[src/rtl/panel_shifter_if.sv]
// panel_shifter_if: row load handshake and panel drive signals for panel_shifter.
interface panel_shifter_if #(
    parameter int row_w = 32,
    parameter int col_w = 16,
    parameter int addr_w = 4
);
    logic row_ready;
    logic [row_w-1:0] row;
    logic [col_w-1:0] col_select;
    logic panel_clk;
    logic panel_data;
    logic panel_lat;
    logic panel_oe_n;
    logic [addr_w-1:0] row_addr;
    logic busy;
    logic overrun;

    modport master (
        output row_ready, row, col_select,
        input panel_clk, panel_data, panel_lat, panel_oe_n, row_addr, busy, overrun
    );

    modport slave (
        input row_ready, row, col_select,
        output panel_clk, panel_data, panel_lat, panel_oe_n, row_addr, busy, overrun
    );
endinterface

[src/rtl/panel_shifter.sv]
// panel_shifter: serialises a row to an LED panel, then latches and displays it.
// Defining PANEL_SHIFTER_PENDING_EN adds a one-deep pending row buffer.
module panel_shifter #(
    parameter int row_w = 32,
    parameter int col_w = 16,
    parameter int addr_w = 4,
    parameter int disp_cyc = 64
) (
    input logic clk,
    input logic rst,
    panel_shifter_if.slave bus
);
    localparam int bw = $clog2(2 * row_w);
    localparam int dw = $clog2(disp_cyc + 1);

    typedef enum logic [1:0] {IDLE, SHIFT, LATCH, DISPLAY} state_t;

    state_t state, state_nx;
    logic [row_w-1:0] sr, ld_row;
    logic [addr_w-1:0] addr, row_addr_q, ld_addr;
    logic [bw-1:0] bit_cnt;
    logic [dw-1:0] disp_cnt;
    logic overrun_q, bit_last, disp_last, busy, load, drop;

    function automatic logic [addr_w-1:0] enc(input logic [col_w-1:0] s);
        logic [addr_w-1:0] a;
        a = '0;
        for (int i = col_w - 1; i >= 0; i--)
            if (s[i]) a = addr_w'(i);
        return a;
    endfunction

    assign bit_last = bit_cnt == bw'(2 * row_w - 1);
    assign disp_last = disp_cnt == dw'(disp_cyc - 1);
    assign busy = state != IDLE;

`ifdef PANEL_SHIFTER_PENDING_EN
    logic pend_v, direct, take_pend, store;
    logic [row_w-1:0] pend_row;
    logic [addr_w-1:0] pend_addr;

    // A row arriving on the last display cycle with nothing pending starts straight away.
    assign direct = state == DISPLAY && disp_last && !pend_v;
    assign take_pend = state == DISPLAY && disp_last && pend_v;
    assign load = take_pend || (bus.row_ready && (state == IDLE || direct));
    assign store = bus.row_ready && busy && !pend_v && !direct;
    assign drop = bus.row_ready && busy && pend_v;
    assign ld_row = take_pend ? pend_row : bus.row;
    assign ld_addr = take_pend ? pend_addr : enc(bus.col_select);

    always_ff @(posedge clk) begin
        if (rst) begin
            pend_v <= 1'b0;
            pend_row <= '0;
            pend_addr <= '0;
        end else if (store) begin
            pend_v <= 1'b1;
            pend_row <= bus.row;
            pend_addr <= enc(bus.col_select);
        end else if (take_pend) begin
            pend_v <= 1'b0;
        end
    end
`else
    assign load = bus.row_ready && state == IDLE;
    assign drop = bus.row_ready && busy;
    assign ld_row = bus.row;
    assign ld_addr = enc(bus.col_select);
`endif

    always_ff @(posedge clk) begin
        if (rst) state <= IDLE;
        else state <= state_nx;
    end

    always_comb begin
        state_nx = state;
        case (state)
            IDLE: state_nx = load ? SHIFT : IDLE;
            SHIFT: state_nx = bit_last ? LATCH : SHIFT;
            LATCH: state_nx = DISPLAY;
            DISPLAY: state_nx = disp_last ? (load ? SHIFT : IDLE) : DISPLAY;
            default: state_nx = IDLE;
        endcase
    end

    always_ff @(posedge clk) begin
        if (rst) begin
            sr <= '0;
            addr <= '0;
            row_addr_q <= '0;
            bit_cnt <= '0;
            disp_cnt <= '0;
            overrun_q <= 1'b0;
        end else begin
            if (load) begin
                sr <= ld_row;
                addr <= ld_addr;
            end else if (state == SHIFT && bit_cnt[0]) begin
                sr <= sr << 1;
            end
            bit_cnt <= (state == SHIFT && !bit_last) ? bit_cnt + bw'(1) : '0;
            disp_cnt <= (state == DISPLAY && !disp_last) ? disp_cnt + dw'(1) : '0;
            // Address moves on the edge into LATCH so it is valid during the strobe.
            if (state == SHIFT && bit_last) row_addr_q <= addr;
            if (drop) overrun_q <= 1'b1;
        end
    end

    assign bus.panel_clk = state == SHIFT && bit_cnt[0];
    assign bus.panel_data = state == SHIFT && sr[row_w-1];
    assign bus.panel_lat = state == LATCH;
    assign bus.panel_oe_n = state != DISPLAY;
    assign bus.row_addr = row_addr_q;
    assign bus.busy = busy;
    assign bus.overrun = overrun_q;
endmodule

[src/flat_wrapper.sv]
// flat-port wrapper written by rule: the top's interface ports become plain ports
module panel_shifter_flat 
#(
    parameter int row_w = 32,
    parameter int col_w = 16,
    parameter int addr_w = 4,
    parameter int disp_cyc = 64
)
  (clk, rst, bus_row_ready, bus_row, bus_col_select, bus_panel_clk, bus_panel_data, bus_panel_lat, bus_panel_oe_n, bus_row_addr, bus_busy, bus_overrun);
  panel_shifter_if #(.row_w(row_w), .col_w(col_w), .addr_w(addr_w)) bus_i ();
  input logic clk;
  input logic rst;
  input wire logic [$bits(bus_i.row_ready)-1:0] bus_row_ready;
  input wire logic [$bits(bus_i.row)-1:0] bus_row;
  input wire logic [$bits(bus_i.col_select)-1:0] bus_col_select;
  output wire logic [$bits(bus_i.panel_clk)-1:0] bus_panel_clk;
  output wire logic [$bits(bus_i.panel_data)-1:0] bus_panel_data;
  output wire logic [$bits(bus_i.panel_lat)-1:0] bus_panel_lat;
  output wire logic [$bits(bus_i.panel_oe_n)-1:0] bus_panel_oe_n;
  output wire logic [$bits(bus_i.row_addr)-1:0] bus_row_addr;
  output wire logic [$bits(bus_i.busy)-1:0] bus_busy;
  output wire logic [$bits(bus_i.overrun)-1:0] bus_overrun;
  assign bus_i.row_ready = bus_row_ready;
  assign bus_i.row = bus_row;
  assign bus_i.col_select = bus_col_select;
  assign bus_panel_clk = bus_i.panel_clk;
  assign bus_panel_data = bus_i.panel_data;
  assign bus_panel_lat = bus_i.panel_lat;
  assign bus_panel_oe_n = bus_i.panel_oe_n;
  assign bus_row_addr = bus_i.row_addr;
  assign bus_busy = bus_i.busy;
  assign bus_overrun = bus_i.overrun;
  panel_shifter #(.row_w(row_w), .col_w(col_w), .addr_w(addr_w), .disp_cyc(disp_cyc)) u_core (.clk(clk), .rst(rst), .bus(bus_i));
endmodule
[config.mk]
export PLATFORM = sky130hd
export DESIGN_NAME = panel_shifter_flat
export DESIGN_NICKNAME = d
export VERILOG_FILES = /design/src/rtl/panel_shifter_if.sv /design/src/rtl/panel_shifter.sv /design/src/flat_wrapper.sv
export SDC_FILE = /design/constraint.sdc
export NUM_CORES = 1
export LEC_CHECK = 0
export CORE_MARGIN = 8
export CORE_UTILIZATION = 35
export CTS_BUF_LIST = sky130_fd_sc_hd__clkbuf_16
export DETAILED_ROUTE_END_ITERATION = 7
export GPL_TIMING_DRIVEN = 1
export REMOVE_ABC_BUFFERS = 1
export SKIP_LAST_GASP = 1
export SYNTH_ARGS = -nofsm -noshare
export SYNTH_HDL_FRONTEND = slang
export SYNTH_SLANG_ARGS = --single-unit
[constraint.sdc]
create_clock -name clk -period 1.52 [get_ports clk]
set_clock_uncertainty 0.2 [all_clocks]
set_input_delay 0.38 -clock clk [delete_from_list [all_inputs] [get_ports clk]]
set_output_delay 0.38 -clock clk [all_outputs]
set_load 0.05 [all_outputs]
After elaboration in Yosys (flattened, before gate mapping)
Cells that the tools add are included.

operators by class
  $add $sub $neg = 2
  reduce and logical (&&, ||, !) cells = 14
  multiplexer cells = 22
  equal/unequal tests = 6
  bitwise logic cells = 2

operator list
  kind                   count
  $mux W32               2
  $mux W4                16
  $pmux W2 S4            1
  $add A7 B1 Y7 const B  1
  $eq A7 B6 Y1 const B   1
  $logic_and A1 B1 Y1    7
  $add A6 B1 Y6 const B  1
  $eq A6 B6 Y1 const B   1
  $eq A2 B2 Y1 const B   2
  $mux W2                2
  $reduce_bool A2 Y1     2
  $reduce_or A2 Y1       2
  $eq A2 B1 Y1 const B   1
  $logic_not A1 Y1       2
  $logic_not A2 Y1       1
  $ne A2 B2 Y1 const B   1
  $not A1 Y1             2
  $mux W1                1

storage, ports and cells
  bits of input ports = 51
  register bits = 56
  logic and storage cells = 53
  output and inout bits = 10

Logic depth before layout (Yosys ltp)
Gate-level depths: netlist of run 1.

  depth after elaboration = 16
  depth in mapped cells = 7
  mapped depth without buffers = 5

Least setup slack after synthesis of run 1
No wires, ideal clock.

  kind = register -> output
  from = register u_core.state[1]
  to = output port bus_panel_lat
  cell stages (with the launch flop) = 2
  required time = 0.940 ns
  path slack = -0.297 ns
  data arrival time = 1.237 ns
  buffers on the path = 0
  path through = dfxtp_1 -> nor2b_1

between the ends
  longest elaborated chain between the ends = 1

ends and longest elaborated chain
  item                    RTL line              source
  from (decl)             panel_shifter.sv:18   state_t state, state_nx;
  from (signal assigned)  panel_shifter.sv:73   else state <= state_nx;
  $eq A2 B2 Y1            panel_shifter.sv:112  assign bus.panel_lat = state == LATCH;
  to (decl)               flat_wrapper.sv:18    output wire logic [$bits(bus_i.panel_lat)-1:0] bus_panel_lat;

No other way between the ends.

Worst setup path in the final report of run 1
  from = register u_core.state[1]
  to = output port bus_panel_clk

between the ends
  longest elaborated chain between the ends = 2

ends and longest elaborated chain
  item                 RTL line              source
  $eq A2 B1 Y1         panel_shifter.sv:110  assign bus.panel_clk = state == SHIFT && bit_cnt[0];
  $logic_and A1 B1 Y1  panel_shifter.sv:110
  to (decl)            flat_wrapper.sv:16    output wire logic [$bits(bus_i.panel_clk)-1:0] bus_panel_clk;

No other way between the ends.

==> metrics.md, run 1 <==
| Metric | Value |
|---|---|
| 1st-iter DRT viols | `68` |
| Largest net degree at the start of global routing | `41` |
| Min-Delay Endpoint | `u_core.sr[28]` |
| Sequential share of power | `48.5%` |
| Max Clock Freq | `0.5903 GHz` |
| Final Hold Fails | `0` |
| N_diodes | `0` |
| Worst Path Required | `0.94 ns` |
| Row cnt | `31` |
| CORE AREA | `7176 um^2` |
| Latest clock arrival within the worst-skew pair | `0.29 ns` |
| Overflow after GRT | `0` |
| Final design area excluding fillers | `4034 um^2` |
| Clock root buffer | `clkbuf_16` |
| Crit Path Max Fanout | `4` |
| Setup CP Type | `reg -> out` |
| Synth Area in Compound Gates | `19.25%` |
| Synth area leaders | `dfxtp_1 (44%), nand2_1 (8.6%), nor2_1 (7.5%)` |
| DRC | `0` |
| Startpoint Class | `flip-flop` |
| Failing checks | `setup timing` |
| Crit share post-route | `111.4%` |
| Pwr dens | `809.9 nW/um^2` |
| Setup_tns | `-1.800 ns` |
| Biggest area consumer among synthesized cells | `dfxtp_1` |
| PortBufs | `60` |
| Initial core utilization | `35.78%` |
| Critical Path AT | `1.11 ns` |
| Post-CTS Hold Buffers | `0` |
| CTS H-tree depth | `2` |
| HP Class | `reg -> reg` |
| Post-synthesis xor/xnor area fraction | `2.729%` |
| Wire length of the first global-routing pass | `11410 um` |
| DP HPWL | `4779 um` |
| Routed vias | `2430` |
| Vias in the first global route | `2500` |
| Hold path depth | `2` |
| Final Wtd Congestion | `0.7612` |
| Total internal power | `2.446 mW` |
| Crit. End Element | `output port` |
| Max-cap violations | `0` |
| Status | `complete, but fails checks` |
| Fin nets | `451` |
| Comb pwr share | `16.9%` |
| Most frequent cells in the layout | `nand2_1 (58), dfxtp_1 (52), nor2_1 (44)` |
| Post-synthesis register bit count | `56` |
| P_sw | `0.8216 mW` |
| Reg-to-reg critical path endpoint | `u_core.sr[5]` |
| TritonCTS Sinks | `56` |
| Switch share | `25.15%` |
| Layout Cells excl Fill | `498` |
| Synth Instances | `301` |
| Reg2Reg Depth | `7` |
| I/O pin count | `61` |
| Clock group share of total power | `34.6%` |
| Layout area overhead | `57.12%` |
| WL/cell | `13.61 um` |
| R2r setup slk | `-0.10 ns` |
| Post-route minimum period | `1.694 ns` |
| Chip Height | `101.7 um` |
| Seq/Total Area, Yosys | `43.66%` |
| Synth warnings | `0` |
| RSZ-0062 raised after global routing | `yes` |
| Avg Inst Size Synth | `8.530 um^2` |
| # setup viols final | `29` |
| Layout cell share with drive strength beyond 1 | `30.33%` |
| DIE AREA | `10330 um^2` |
| Reg2reg start | `u_core.state[1]` |
| CTS Buffer Depth | `2` |
| Yosys top cell area share | `43.66%` |
| Filler cells | `664` |
| Detail Route Antenna Nets | `0` |
| Asr flop ratio synth | `0%` |
| Post-synthesis simple-gate area fraction | `25.88%` |
| Reg clk slew, reported paths | `0.07 ns` |
| WL final | `6779 um` |
| Post-Synth Adder-Cell Area | `0.9747%` |
| Commonest non-fill, non-tap cell in the layout | `nand2_1` |
| Slew margin rel. | `77.74%` |
| Placed cells | `481` |
| TritonCTS clock tree | `done` |
| Distinct cells, synth | `41` |
| Dpl cell area | `3600 um^2` |
| HP Start | `u_core.sr[28]` |
| Leak Pwr | `1.524 nW` |
| Worst Tran Pin Value | `0.3311 ns` |
| Mux contribution to synthesized area | `1.559%` |
| VDD IR max | `0.5567 mV` |
| Total CTS buffers | `5` |
| Main combinational cell family by area after synthesis | `simple AND/OR/NAND/NOR gates` |
| PnR worst setup slack | `-0.1740 ns` |
| Tot GR Track Use | `13.57%` |
| Via/cell ratio | `4.880` |
| Initial antenna violation count | `0` |
| EDFF count, synth | `0` |
| DRT Pass-1 Iters | `5` |
| Post-synthesis instance area | `2567 um^2` |
| Die X | `101.7 um` |
| Top FF cell, synth | `dfxtp_1` |
| Final Max Slew Viols | `0` |
==> synthesized netlist by cell type, drive strengths merged, types with 5 or more instances <==
master / n
a21oi: 17
a22oi: 11
a311oi: 21
buf: 14
clkbuf: 6
dfxtp: 56
inv: 8
nand2: 60
nand3: 5
nor2: 53
nor4: 5
xnor2: 5
==> routing by layer <==
layer / GRT usage [%] / routed length, um
met1: 16.59 / 3083
met5: 0 / 0
met4: 3.780 / 70
met2: 23.54 / 3409
met3: 2.543 / 215
==> flip-flops by register name (all words and copies together) (netlist names) <==
register,count
u_core.sr,32
u_core.disp_cnt,7
u_core.bit_cnt,6
u_core.addr,4
u_core.bus.row_addr,4
u_core.state,2
u_core.bus.overrun,1
==> worst max path at each step <==
stage          slack [ns]              to         startpoint
2_1_floorplan       -0.79  u_core.addr[1]    u_core.state[0]
3_3_place_gp        -0.48  u_core.addr[2]  bus_col_select[8]
3_5_place_dp        -0.51   u_core.sr[22]      bus_row_ready
4_1_cts             -0.17   bus_panel_clk    u_core.state[1]
5_1_grt             -0.22   bus_panel_clk    u_core.state[1]
6_report            -0.17   bus_panel_clk    u_core.state[1]
==> cells by family after synthesis <==
family | after synthesis
compound gates | 60
xor+xnor | 8
fa+ha+maj | 2
buf+inv | 28
flops | 56
mux | 4
simple gates | 143
==> power by group through the flow <==
| stage | Combinational [mW] | Sequential, mW | Clock (mW) |
|---|---|---|---|
| 6_report | 0.553 | 1.58 | 1.13 |
| 3_3_place_gp | 0.510 | 1.61 | 0 |
| 5_1_grt | 0.604 | 1.59 | 1.22 |
| 2_1_floorplan | 0.196 | 1.61 | 0 |
| 4_1_cts | 0.544 | 1.58 | 1.14 |
| 3_5_place_dp | 0.515 | 1.61 | 0 |
==> worst max-delay path: stages (launching register included) <==
cell and delay (ns):
dfxtp_4 0.36, nand3b_4 0.17, inv_4 0.07, buf_12 0.10
buf_12 0.12
==> final cells by class <==
class                           instances  area (um^2)  area share, %
Clock buffer                            5        125.1          3.102
Clock inverter                          3        20.02         0.4963
Inverter                                8        32.53         0.8065
Multi-Input combinational cell        218         1485          36.82
Sequential cell                        56         1131          28.04
Tap cell                               99        123.9          3.071
Timing Repair Buffer                  109         1116          27.67
==> through the flow <==
stage	worst slack, ns	power [mW]	utilization, %	hold WS (ns)
after CTS	-0.1745	3.268	54.63	0.2583
after detailed placement	-0.5053	2.130	50.17	0.2474
final	-0.1740	3.267	56.22	0.2590
after global placement	-0.4841	2.124	50.17	0.2492
after floorplan	-0.7916	1.811	-	0.2132
after global routing	-0.2210	3.415	56.22	0.2768
==> what timing repair did <==
action / CTS / global route
hold endpoints to repair: 0 / 0
pin swaps: 12 / 15
cloned: 1 / 0
buffers inserted: 6 / 2
resized for setup: 48 / 23
endpoints found under the setup margin: 59 / 59
No activity file was read; power rests on OpenSTA's default activity.
==> run 2: changes to the inputs <==
Settings changed: CAP_MARGIN from default to 10, CORE_UTILIZATION 35 to 29, GPL_TIMING_DRIVEN 1 to 0.
==> metrics.md, run 2 (synthesis gave the netlist of run 1 again) <==
| Metric | Value |
|---|---|
| Crit Path Max Fanout | `5` |
| Detail Route Antenna Nets | `0` |
| Slew margin rel. | `57.48%` |
| TritonCTS clock tree | `done` |
| Clock root buffer | `clkbuf_16` |
| Comb pwr share | `18.4%` |
| VDD IR max | `0.6313 mV` |
| DIE AREA | `12120 um^2` |
| Final design area excluding fillers | `4294 um^2` |
| Register area | `1134 um^2` |
| HP Start | `u_core.addr[3]` |
| DP HPWL | `4253 um` |
| Largest register FFs | `32` |
| RSZ-0062 raised after global routing | `yes` |
| Layout area overhead | `67.25%` |
| Critical Path Max Stage Delay | `0.37 ns` |
| Initial antenna violation count | `0` |
| Filler cells | `781` |
| Post-layout util | `49.72%` |
| N_diodes | `0` |
| # setup viols final | `45` |
| Worst Path Required | `0.94 ns` |
| Top flop regs | `u_core.sr (32), u_core.disp_cnt (7), u_core.bit_cnt (6)` |
| Final Max Slew Viols | `0` |
| Most frequent cells in the layout | `dfxtp_1 (52), nand2_1 (49), nor2_1 (41)` |
| Die X | `110.1 um` |
| Largest net degree at the start of global routing | `48` |
| Total internal power | `2.642 mW` |
| HP Class | `reg -> reg` |
| WL/cell | `16.59 um` |
| Initial core utilization | `29.73%` |
| DP Worst Slack | `-1.558 ns` |
| Startpoint Class | `flip-flop` |
| Pwr dens | `824.2 nW/um^2` |
| 1st-iter DRT viols | `98` |
| Post-route minimum period | `1.692 ns` |
| Latest clock arrival within the worst-skew pair | `0.29 ns` |
| Setup CP Type | `reg -> out` |
| PortBufs | `60` |
| Slowest CP cell | `dfxtp_4` |
| Total CTS buffers | `5` |
| Max-cap violations | `0` |
| Commonest non-fill, non-tap cell in the layout | `dfxtp_1` |
| CORE AREA | `8636 um^2` |
| Row cnt | `34` |
| Max Clock Freq | `0.5910 GHz` |
| Largest Register | `u_core.sr` |
| TritonCTS Sinks | `56` |
| Buf/Inv on CP | `2` |
| Crit share post-route | `111.3%` |
| Tot GR Track Use | `12.52%` |
| Routed vias | `2514` |
| Via/cell ratio | `5.069` |
| Final Hold Fails | `0` |
| Reg2reg start | `u_core.state[1]` |
| Dpl cell area | `3198 um^2` |
| I/O pin count | `61` |
| WL final | `8230 um` |
| Overflow after GRT | `0` |
| Dominant delay contributor by cell family on the critical path | `flip-flops` |
| DRT Pass-1 Iters | `4` |
| Switch share | `25.35%` |
| Leak Pwr | `1.666 nW` |
| Status | `complete, but fails checks` |
| Worst Tran Pin Value | `0.6378 ns` |
| CTS H-tree depth | `2` |
| Vias in the first global route | `2415` |
| Post-CTS Hold Buffers | `0` |
| Chip Height | `110.1 um` |
| Multi-input gate area | `1735 um^2` |
| Fin nets | `440` |
| Critical-path cell list | `nand3b_4 > inv_12 > buf_12` |
| Worst Setup SP | `u_core.state[1]` |
| Wire length of the first global-routing pass | `12010 um` |
| Crit. End Element | `output port` |
| Clock group share of total power | `36.6%` |
| DRC | `0` |
| CTS Buffer Depth | `2` |
| Critical Path AT | `1.11 ns` |
| Layout cell share with drive strength beyond 1 | `37.11%` |
| Final Wtd Congestion | `0.6903` |
| Sequential share of power | `45.0%` |
| Failing checks | `setup timing` |
| Reg clk slew, reported paths | `0.07 ns` |
| P_sw | `0.8971 mW` |
| PnR worst setup slack | `-0.1721 ns` |
-- run 2: changes by cell type in the layout (fill, tap and decap cells not counted), sizes merged --
cell,delta
buf,-17
clkbuf,+4
dlygate4sd2,-3
clkdlybuf4s50,-2
dlymetal6s2s,+2
inv,+2
nand3b,+2
bufinv,+1
clkdlybuf4s15,+1
clkinvlp,-1
-- run 2: path summary, 6_finish.rpt --
path,to,slack [ns],depth (start not counted)
max,bus_panel_clk,-0.17,3
min,u_core.addr[3],0.26,2
max reg2reg,u_core.sr[8],-0.09,6
min reg2reg,u_core.addr[3],0.26,2
-- run 2: worst register-to-register path, cell delays in order (launching register included) --
cell and delay, ns:
dfxtp_4 0.39, nand3b_4 0.20, buf_4 0.14, buf_12 0.14, buf_8 0.13, nand2_1 0.07
a311oi_2 0.26
-- run 2: repair_timing --
item	4_1_cts	5_1_grt
gates resized for setup	126	83
pin swaps	15	37
setup buffers	23	8
setup endpoints to repair	65	60
cloned	6	3
-- run 2: layer usage --
| layer | wire length, um | vias up | GRT usage, % | part of all wire, % |
|---|---|---|---|---|
| met5 | 0 | - | 0 | 0 |
| met4 | 67 | 0 | 2.664 | 0.81 |
| met3 | 412 | 6 | 2.791 | 5.0 |
| met2 | 4136 | 65 | 20.55 | 50 |
| met1 | 3614 | 1210 | 16.45 | 44 |
| li1 | - | 1233 | - | - |
-- run 2: stage by stage --
step	power (mW)	hold WS, ns	TNS [ns]	std cells
after floorplan	1.811	0.2132	-23.58	281
after CTS	3.449	0.2584	-2.768	487
after detailed placement	2.043	0.2375	-37.60	450
after global placement	2.035	0.2316	-78.42	449
final	3.539	0.2600	-2.943	496
after global routing	3.682	0.2689	-5.985	496
-- run 2: power groups by stage --
stage          combinational [mW]  sequential, mW  clock, mW
6_report                    0.650            1.59       1.30
4_1_cts                     0.552            1.58       1.32
2_1_floorplan               0.196            1.61          0
5_1_grt                     0.700            1.60       1.38
3_3_place_gp                0.419            1.62          0
3_5_place_dp                0.426            1.62          0
-- run 2: final cells by class --
cell class	count	area share (%)
sequential	56	26.40
timing repair inverter	2	0.5828
timing repair buffer	94	24.65
tap	108	3.147
clock inverter	3	0.9033
inverter	8	0.9907
clock buffer	5	2.914
multi-input combinational	220	40.41
